[src/rtl/mr_scoreboard.sv]
// Issue-stage register file with a per-register pending-write scoreboard, multiple
// writeback ports and a bounded in-flight count. Define MR_SB_BYPASS_EN to forward writebacks within the cycle.
module mr_scoreboard #(
    parameter int XLEN         = 32,
    parameter int NREGS        = 32,
    parameter int CNT_BITS     = 2,
    parameter int NUM_WB       = 2,
    parameter int MAX_INFLIGHT = 4,
    localparam int RSEL        = $clog2(NREGS),
    localparam int IFW         = $clog2(MAX_INFLIGHT + 1),
    localparam int RETW        = $clog2(NUM_WB + 1)
) (
    input  logic                   clk,
    input  logic                   rst,
    input  logic [RSEL-1:0]        rs1_sel,
    input  logic [RSEL-1:0]        rs2_sel,
    input  logic [RSEL-1:0]        rd_sel,
    input  logic                   uses_rs1,
    input  logic                   uses_rs2,
    input  logic                   uses_rd,
    input  logic                   is_branch,
    input  logic                   issue,
    output logic                   ok_to_issue,
    output logic [XLEN-1:0]        rs1_data,
    output logic [XLEN-1:0]        rs2_data,
    input  logic [NUM_WB-1:0]      wb_valid,
    input  logic [NUM_WB*RSEL-1:0] wb_reg,
    input  logic [NUM_WB*XLEN-1:0] wb_val,
    input  logic                   jmp_done,
    output logic [IFW-1:0]         inflight,
    output logic [RETW-1:0]        insts_ret,
    output logic                   err
);
    localparam int CW = CNT_BITS + RETW + 1;
    localparam int IW = IFW + RETW + 1;
    localparam logic [CNT_BITS-1:0] CNT_MAX = '1;

    logic [NREGS-1:0][XLEN-1:0]     rf_q, rf_d;
    logic [NREGS-1:0][CNT_BITS-1:0] pend_q, pend_d;
    logic [NREGS-1:0][RETW-1:0]     hits;
    logic [IFW-1:0]                 inflight_q, inflight_d;
    logic                           jmp_q, jmp_d, err_q, err_d;
    logic [RETW-1:0]                ret_cnt;
    logic                           byp1, byp2;
    logic [XLEN-1:0]                bv1, bv2;
    logic                           hazard, issue_ok;
    logic [CW-1:0]                  sum_t, hit_t;
    logic [IW-1:0]                  if_t;

    // Ascending port order makes the highest-index port win a shared destination.
    always_comb begin
        hits    = '0;
        ret_cnt = '0;
        rf_d    = rf_q;
        for (int p = 0; p < NUM_WB; p++) begin
            if (wb_valid[p]) begin
                ret_cnt = ret_cnt + RETW'(1);
                if (wb_reg[p*RSEL +: RSEL] != '0) begin
                    hits[wb_reg[p*RSEL +: RSEL]] = hits[wb_reg[p*RSEL +: RSEL]] + RETW'(1);
                    rf_d[wb_reg[p*RSEL +: RSEL]] = wb_val[p*XLEN +: XLEN];
                end
            end
        end
    end

`ifdef MR_SB_BYPASS_EN
    // Forward only when this cycle's writebacks drain every pending write to the source.
    always_comb begin
        bv1 = '0;
        bv2 = '0;
        for (int p = 0; p < NUM_WB; p++) begin
            if (wb_valid[p] && wb_reg[p*RSEL +: RSEL] == rs1_sel) bv1 = wb_val[p*XLEN +: XLEN];
            if (wb_valid[p] && wb_reg[p*RSEL +: RSEL] == rs2_sel) bv2 = wb_val[p*XLEN +: XLEN];
        end
        byp1 = !rst && rs1_sel != '0 && hits[rs1_sel] != '0 &&
               CW'(pend_q[rs1_sel]) == CW'(hits[rs1_sel]);
        byp2 = !rst && rs2_sel != '0 && hits[rs2_sel] != '0 &&
               CW'(pend_q[rs2_sel]) == CW'(hits[rs2_sel]);
    end
`else
    assign byp1 = 1'b0;
    assign byp2 = 1'b0;
    assign bv1  = '0;
    assign bv2  = '0;
`endif

    assign hazard = (uses_rs1 && rs1_sel != '0 && pend_q[rs1_sel] != '0 && !byp1) ||
                    (uses_rs2 && rs2_sel != '0 && pend_q[rs2_sel] != '0 && !byp2) ||
                    (uses_rd && rd_sel != '0 && pend_q[rd_sel] == CNT_MAX) ||
                    jmp_q || (inflight_q == IFW'(MAX_INFLIGHT));

    assign ok_to_issue = !rst && !hazard;
    assign issue_ok    = issue && ok_to_issue;
    assign rs1_data    = (rst || rs1_sel == '0) ? '0 : (byp1 ? bv1 : rf_q[rs1_sel]);
    assign rs2_data    = (rst || rs2_sel == '0) ? '0 : (byp2 ? bv2 : rf_q[rs2_sel]);
    assign insts_ret   = ret_cnt;
    assign inflight    = inflight_q;
    assign err         = err_q;

    // A violating update leaves its own counter/flag untouched and raises err.
    always_comb begin
        err_d  = err_q | (issue && !ok_to_issue);
        pend_d = pend_q;
        sum_t  = '0;
        hit_t  = '0;
        for (int r = 0; r < NREGS; r++) begin
            sum_t = CW'(pend_q[r]) +
                    CW'(issue_ok && uses_rd && rd_sel != '0 && rd_sel == RSEL'(r));
            hit_t = CW'(hits[r]);
            if (hit_t > sum_t) err_d = 1'b1;
            else               pend_d[r] = CNT_BITS'(sum_t - hit_t);
        end

        jmp_d = jmp_q;
        if (jmp_done) begin
            if (!jmp_q) err_d = 1'b1;
            jmp_d = 1'b0;
        end
        if (issue_ok && is_branch) jmp_d = 1'b1;

        inflight_d = inflight_q;
        if_t       = IW'(inflight_q) + IW'(issue_ok);
        if (if_t < IW'(ret_cnt)) err_d = 1'b1;
        else                     inflight_d = IFW'(if_t - IW'(ret_cnt));
    end

    always_ff @(posedge clk) begin
        if (rst) begin
            rf_q       <= '0;
            pend_q     <= '0;
            inflight_q <= '0;
            jmp_q      <= 1'b0;
            err_q      <= 1'b0;
        end else begin
            rf_q       <= rf_d;
            pend_q     <= pend_d;
            inflight_q <= inflight_d;
            jmp_q      <= jmp_d;
            err_q      <= err_d;
        end
    end
endmodule

[config.mk]
export PLATFORM = sky130hd
export DESIGN_NAME = mr_scoreboard
export DESIGN_NICKNAME = d
export VERILOG_FILES = /design/src/rtl/mr_scoreboard.sv
export SDC_FILE = /design/constraint.sdc
export NUM_CORES = 2
export LEC_CHECK = 0
export ABC_CLOCK_PERIOD_IN_PS = 12850
export CAP_MARGIN = 20
export CORE_UTILIZATION = 30
export DETAILED_ROUTE_END_ITERATION = 12
export PLACE_DENSITY = 0.5
export SLEW_MARGIN = 20
export SYNTH_ARGS = -nofsm -noshare
export SYNTH_HDL_FRONTEND = slang
export SYNTH_SLANG_ARGS = --single-unit
[constraint.sdc]
create_clock -name clk -period 12.85 [get_ports clk]
set_input_delay 1.9275 -clock clk [delete_from_list [all_inputs] [get_ports clk]]
set_output_delay 1.9275 -clock clk [all_outputs]
set_load 0.1 [all_outputs]
==> flow_metrics.tcl <==
set metrics [dict create \
    cell_leakage_power_uw 0.0262 \
    synth-seq-area-share 0.317 \
    filler_cell_count 23000 \
    core_um2 228000 \
    r2r-start "pend_q[3]" \
    floorplan.initialDensity 0.303 \
    drcViolationCount 0 \
    tightest_slew_ns 1.28 \
    global_route.usage.total 0.267 \
    synth.distinct_cells 58 \
    synthesis.area_um2 69100 \
    hold_path_depth 1 \
    post_cts_resized 0 \
    fin_ws_ns 3.97 \
    final.hold.worst_slack_ns 0.481 \
    result_of_the_run "finished clean" \
    synthFlopType "sky130_fd_sc_hd__dfxtp_1" \
    setup.worst_path.end_class "output pin" \
    placement.io_buffers 169 \
    detail_route.wl_per_cell_um 31.8 \
    grt_start_max_net_pins 145 \
    wl_um 318000 \
    tritoncts.num_buffers 130 \
    cpLargestDelayFamily "buffers and inverters" \
    finalHoldViolCount 0 \
    grt_antenna_before_repair 25 \
    detailed_place.area_um2 73100 \
    post-dp-hpwl_um 181000 \
    num-nets-final 7160 \
    worstPathCellList "buf_8, buf_12, buf_4, mux4_2, mux4_2, nand2_1, a21oi_1, clkdlybuf4s50_1" \
    antenna_violating_nets_post_route 0 \
    rrSetupSlack_ns 7.72 \
    synth.top_cell.area_share 0.317 \
    skew_ns 0.00998 \
    cts_max_path_buffers 3 \
    count_of_flip_flops_with_a_built_in_enable_after_synthesis 0 \
    std_cell_rows 175 \
    vias_in_the_first_global_route 59700 \
    synth.top_cells.by_count "sky130_fd_sc_hd__nor2_1, sky130_fd_sc_hd__dfxtp_1, sky130_fd_sc_hd__a211oi_1" \
    grt_pass1_wl_um 450000 \
    ys_warn_count 0 \
    worst-endpoint-arrival_ns 6.96 \
    area.growth.synth_to_final_pct 12.0 \
    yosys.cell_count.top_type "sky130_fd_sc_hd__nor2_1" \
    reg2reg_to "err" \
    cpMostUsedCell "sky130_fd_sc_hd__mux4_2" \
    total_of_max_cap_violations 0 \
    setup_viol 0 \
    start_kind "input port" \
    min_from "rf_q[24]" \
    critical_path_required_ns 10.92 \
    timing.hold.worst.class "register to register" \
    max_freq_mhz 113 \
    yosys_register_bits 1093 \
    final.setup.tns_ns 0 \
    p_per_area_nw_per_um2 109 \
    postSynthCellCount 7281 \
    vdd_ir_drop_max_mv 0.125 \
    sequential_cell_area_um2 21900 \
    final.period_utilization 0.691 \
    cts_setup_buffers 0 \
    synth_area_leader_cell "sky130_fd_sc_hd__dfxtp_1" \
    post_route_cells_drive_above_1_share 0.168 \
    detail_route.vias_per_cell 6.25 \
    synth_area_per_cell_um2 9.49 \
    path_class "input port to output pin" \
    detailroute.via_count 62500 \
    buffer_type_at_the_clock_tree_root "sky130_fd_sc_hd__clkbuf_16" \
    dieArea_um2 232000 \
    area_used_by_multi_input_combinational_logic_um2 43700 \
    grt_remaining_overflow 0 \
    ys_async_sr_fraction 0 \
    critical_path.n_buffers_inverters 4 \
    place_congestion 0.865 \
    die_w_um 482 \
    netlist_top_cells_area "sky130_fd_sc_hd__dfxtp_1, sky130_fd_sc_hd__mux4_2, sky130_fd_sc_hd__mux2i_1" \
    path_clk_slew_ns 0.06 \
    slew_violations 0 \
    preCtsSetupSlack_ns 4.04 \
    die_height_um 482 \
    htreeDepth 4 \
    post_layout_inst_area_um2 77400 \
    first_iter_violations 8252 \
    rsz0062_at_grt "false" \
    max_slew_margin 0.146 \
    cts.hold.buffers_added 0 \
    drt_pre_antenna_iters 8 \
    clkSinkCount 1093 \
    cpPeakStageDelay_ns 1.27 \
    clock_latency_ns 0.80 \
    reg2regPathDepth 17 \
    io-pin-count 170 \
    timing.critical_path.depth 8 \
    crit_path_max_fanout 134 \
    layout_min_cycle_time_ns 8.88 \
    tritoncts "built" \
    hold_crit_endpoint "rf_q[24]" \
    slowest_stage "sky130_fd_sc_hd__clkdlybuf4s50_1" \
]
## final cells by class
cell class | instances | area share
multi-input cells | 5170 | 0.565
diodes | 12 | 0.000388
repair buffers | 359 | 0.0418
flip-flops and latches | 1093 | 0.283
clock inverters | 33 | 0.00459
well taps | 3009 | 0.0487
inverters | 142 | 0.00689
clock buffers | 195 | 0.0499
## metrics by stage
| stage | power [uW] | util | std cells |
|---|---|---|---|
| final | 8410 | 0.339 | 10000 |
| after global routing | 8620 | 0.339 | 10000 |
| after CTS | 8410 | 0.339 | 10000 |
| after detailed placement | 4630 | 0.320 | 9772 |
| after global placement | 4620 | 0.320 | 9770 |
| after floorplan | 4260 | - | 7283 |
## layer usage
metal | share of wire | vias up | GRT usage
met2 | 0.44 | 3694 | 0.406
li1 | - | 26400 | -
met5 | 0.00026 | - | 0
met3 | 0.10 | 773 | 0.0626
met1 | 0.41 | 31700 | 0.355
met4 | 0.051 | 12 | 0.129
## sequential cells by signal, summed over array words and instances, names as in the netlist
signal    cells
rf_q       1024
err           1
inflight      3
pend_q       64
jmp_q         1
## placed cells by master (no fill, tap or decap), types with 19 or more instances in the layout
master / n
sky130_fd_sc_hd__dfxtp_1: 1093
sky130_fd_sc_hd__a311oi_1: 140
sky130_fd_sc_hd__ha_1: 164
sky130_fd_sc_hd__mux2i_1: 592
sky130_fd_sc_hd__clkbuf_8: 26
sky130_fd_sc_hd__nor2_1: 1327
sky130_fd_sc_hd__nor2b_1: 40
sky130_fd_sc_hd__xnor2_1: 34
sky130_fd_sc_hd__clkbuf_16: 135
sky130_fd_sc_hd__inv_1: 137
sky130_fd_sc_hd__o21ai_0: 146
sky130_fd_sc_hd__o211ai_1: 103
sky130_fd_sc_hd__nand3_1: 149
sky130_fd_sc_hd__nor4_1: 32
sky130_fd_sc_hd__a211oi_1: 785
sky130_fd_sc_hd__a211o_1: 31
sky130_fd_sc_hd__nor2_4: 19
sky130_fd_sc_hd__buf_4: 184
sky130_fd_sc_hd__nand2_1: 382
sky130_fd_sc_hd__a21oi_1: 161
sky130_fd_sc_hd__clkinv_2: 19
sky130_fd_sc_hd__mux4_2: 664
sky130_fd_sc_hd__nand2_4: 34
sky130_fd_sc_hd__clkbuf_1: 34
sky130_fd_sc_hd__clkdlybuf4s50_1: 154
sky130_fd_sc_hd__nor3_1: 189
## where the power goes
group | internal (uW) | total [uW] | switching (uW) | leakage, uW
combinational | 350 | 1060 | 710 | 0.0153
clock | 2190 | 3820 | 1630 | 0.00207
sequential | 3460 | 3520 | 62.8 | 0.00883
total | 6000 | 8410 | 2400 | 0.0262
## kinds of logic after synthesis
group           share of synthesized area
simple gates                        0.133
compound gates                      0.150
mux                                 0.307
flops                               0.317
buf+inv                            0.0584
fa+ha+maj                          0.0300
xor+xnor                          0.00469
other cells                      0.000109
## worst reg2reg max path: cells and delay by family, from the launching register on
kind	cells	cell delay [ns]
buf+inv	1	0.06
fa+ha+maj	3	0.76
simple gates	5	2.12
compound gates	8	1.73
flops	1	0.37
## how the worst max path moves through the flow
stage | from | end | slack [ns]
floorplan | rs2_sel[1] | rs2_data[4] | 6.01
global placement | rs1_sel[0] | rs1_data[14] | 4.04
detailed placement | rs1_sel[0] | rs1_data[14] | 4.04
CTS | rs1_sel[0] | rs1_data[14] | 4.04
global route | rs1_sel[0] | rs1_data[14] | 3.82
finish | rs2_sel[1] | rs2_data[14] | 3.97
No activity file was read; power rests on OpenSTA's default activity.
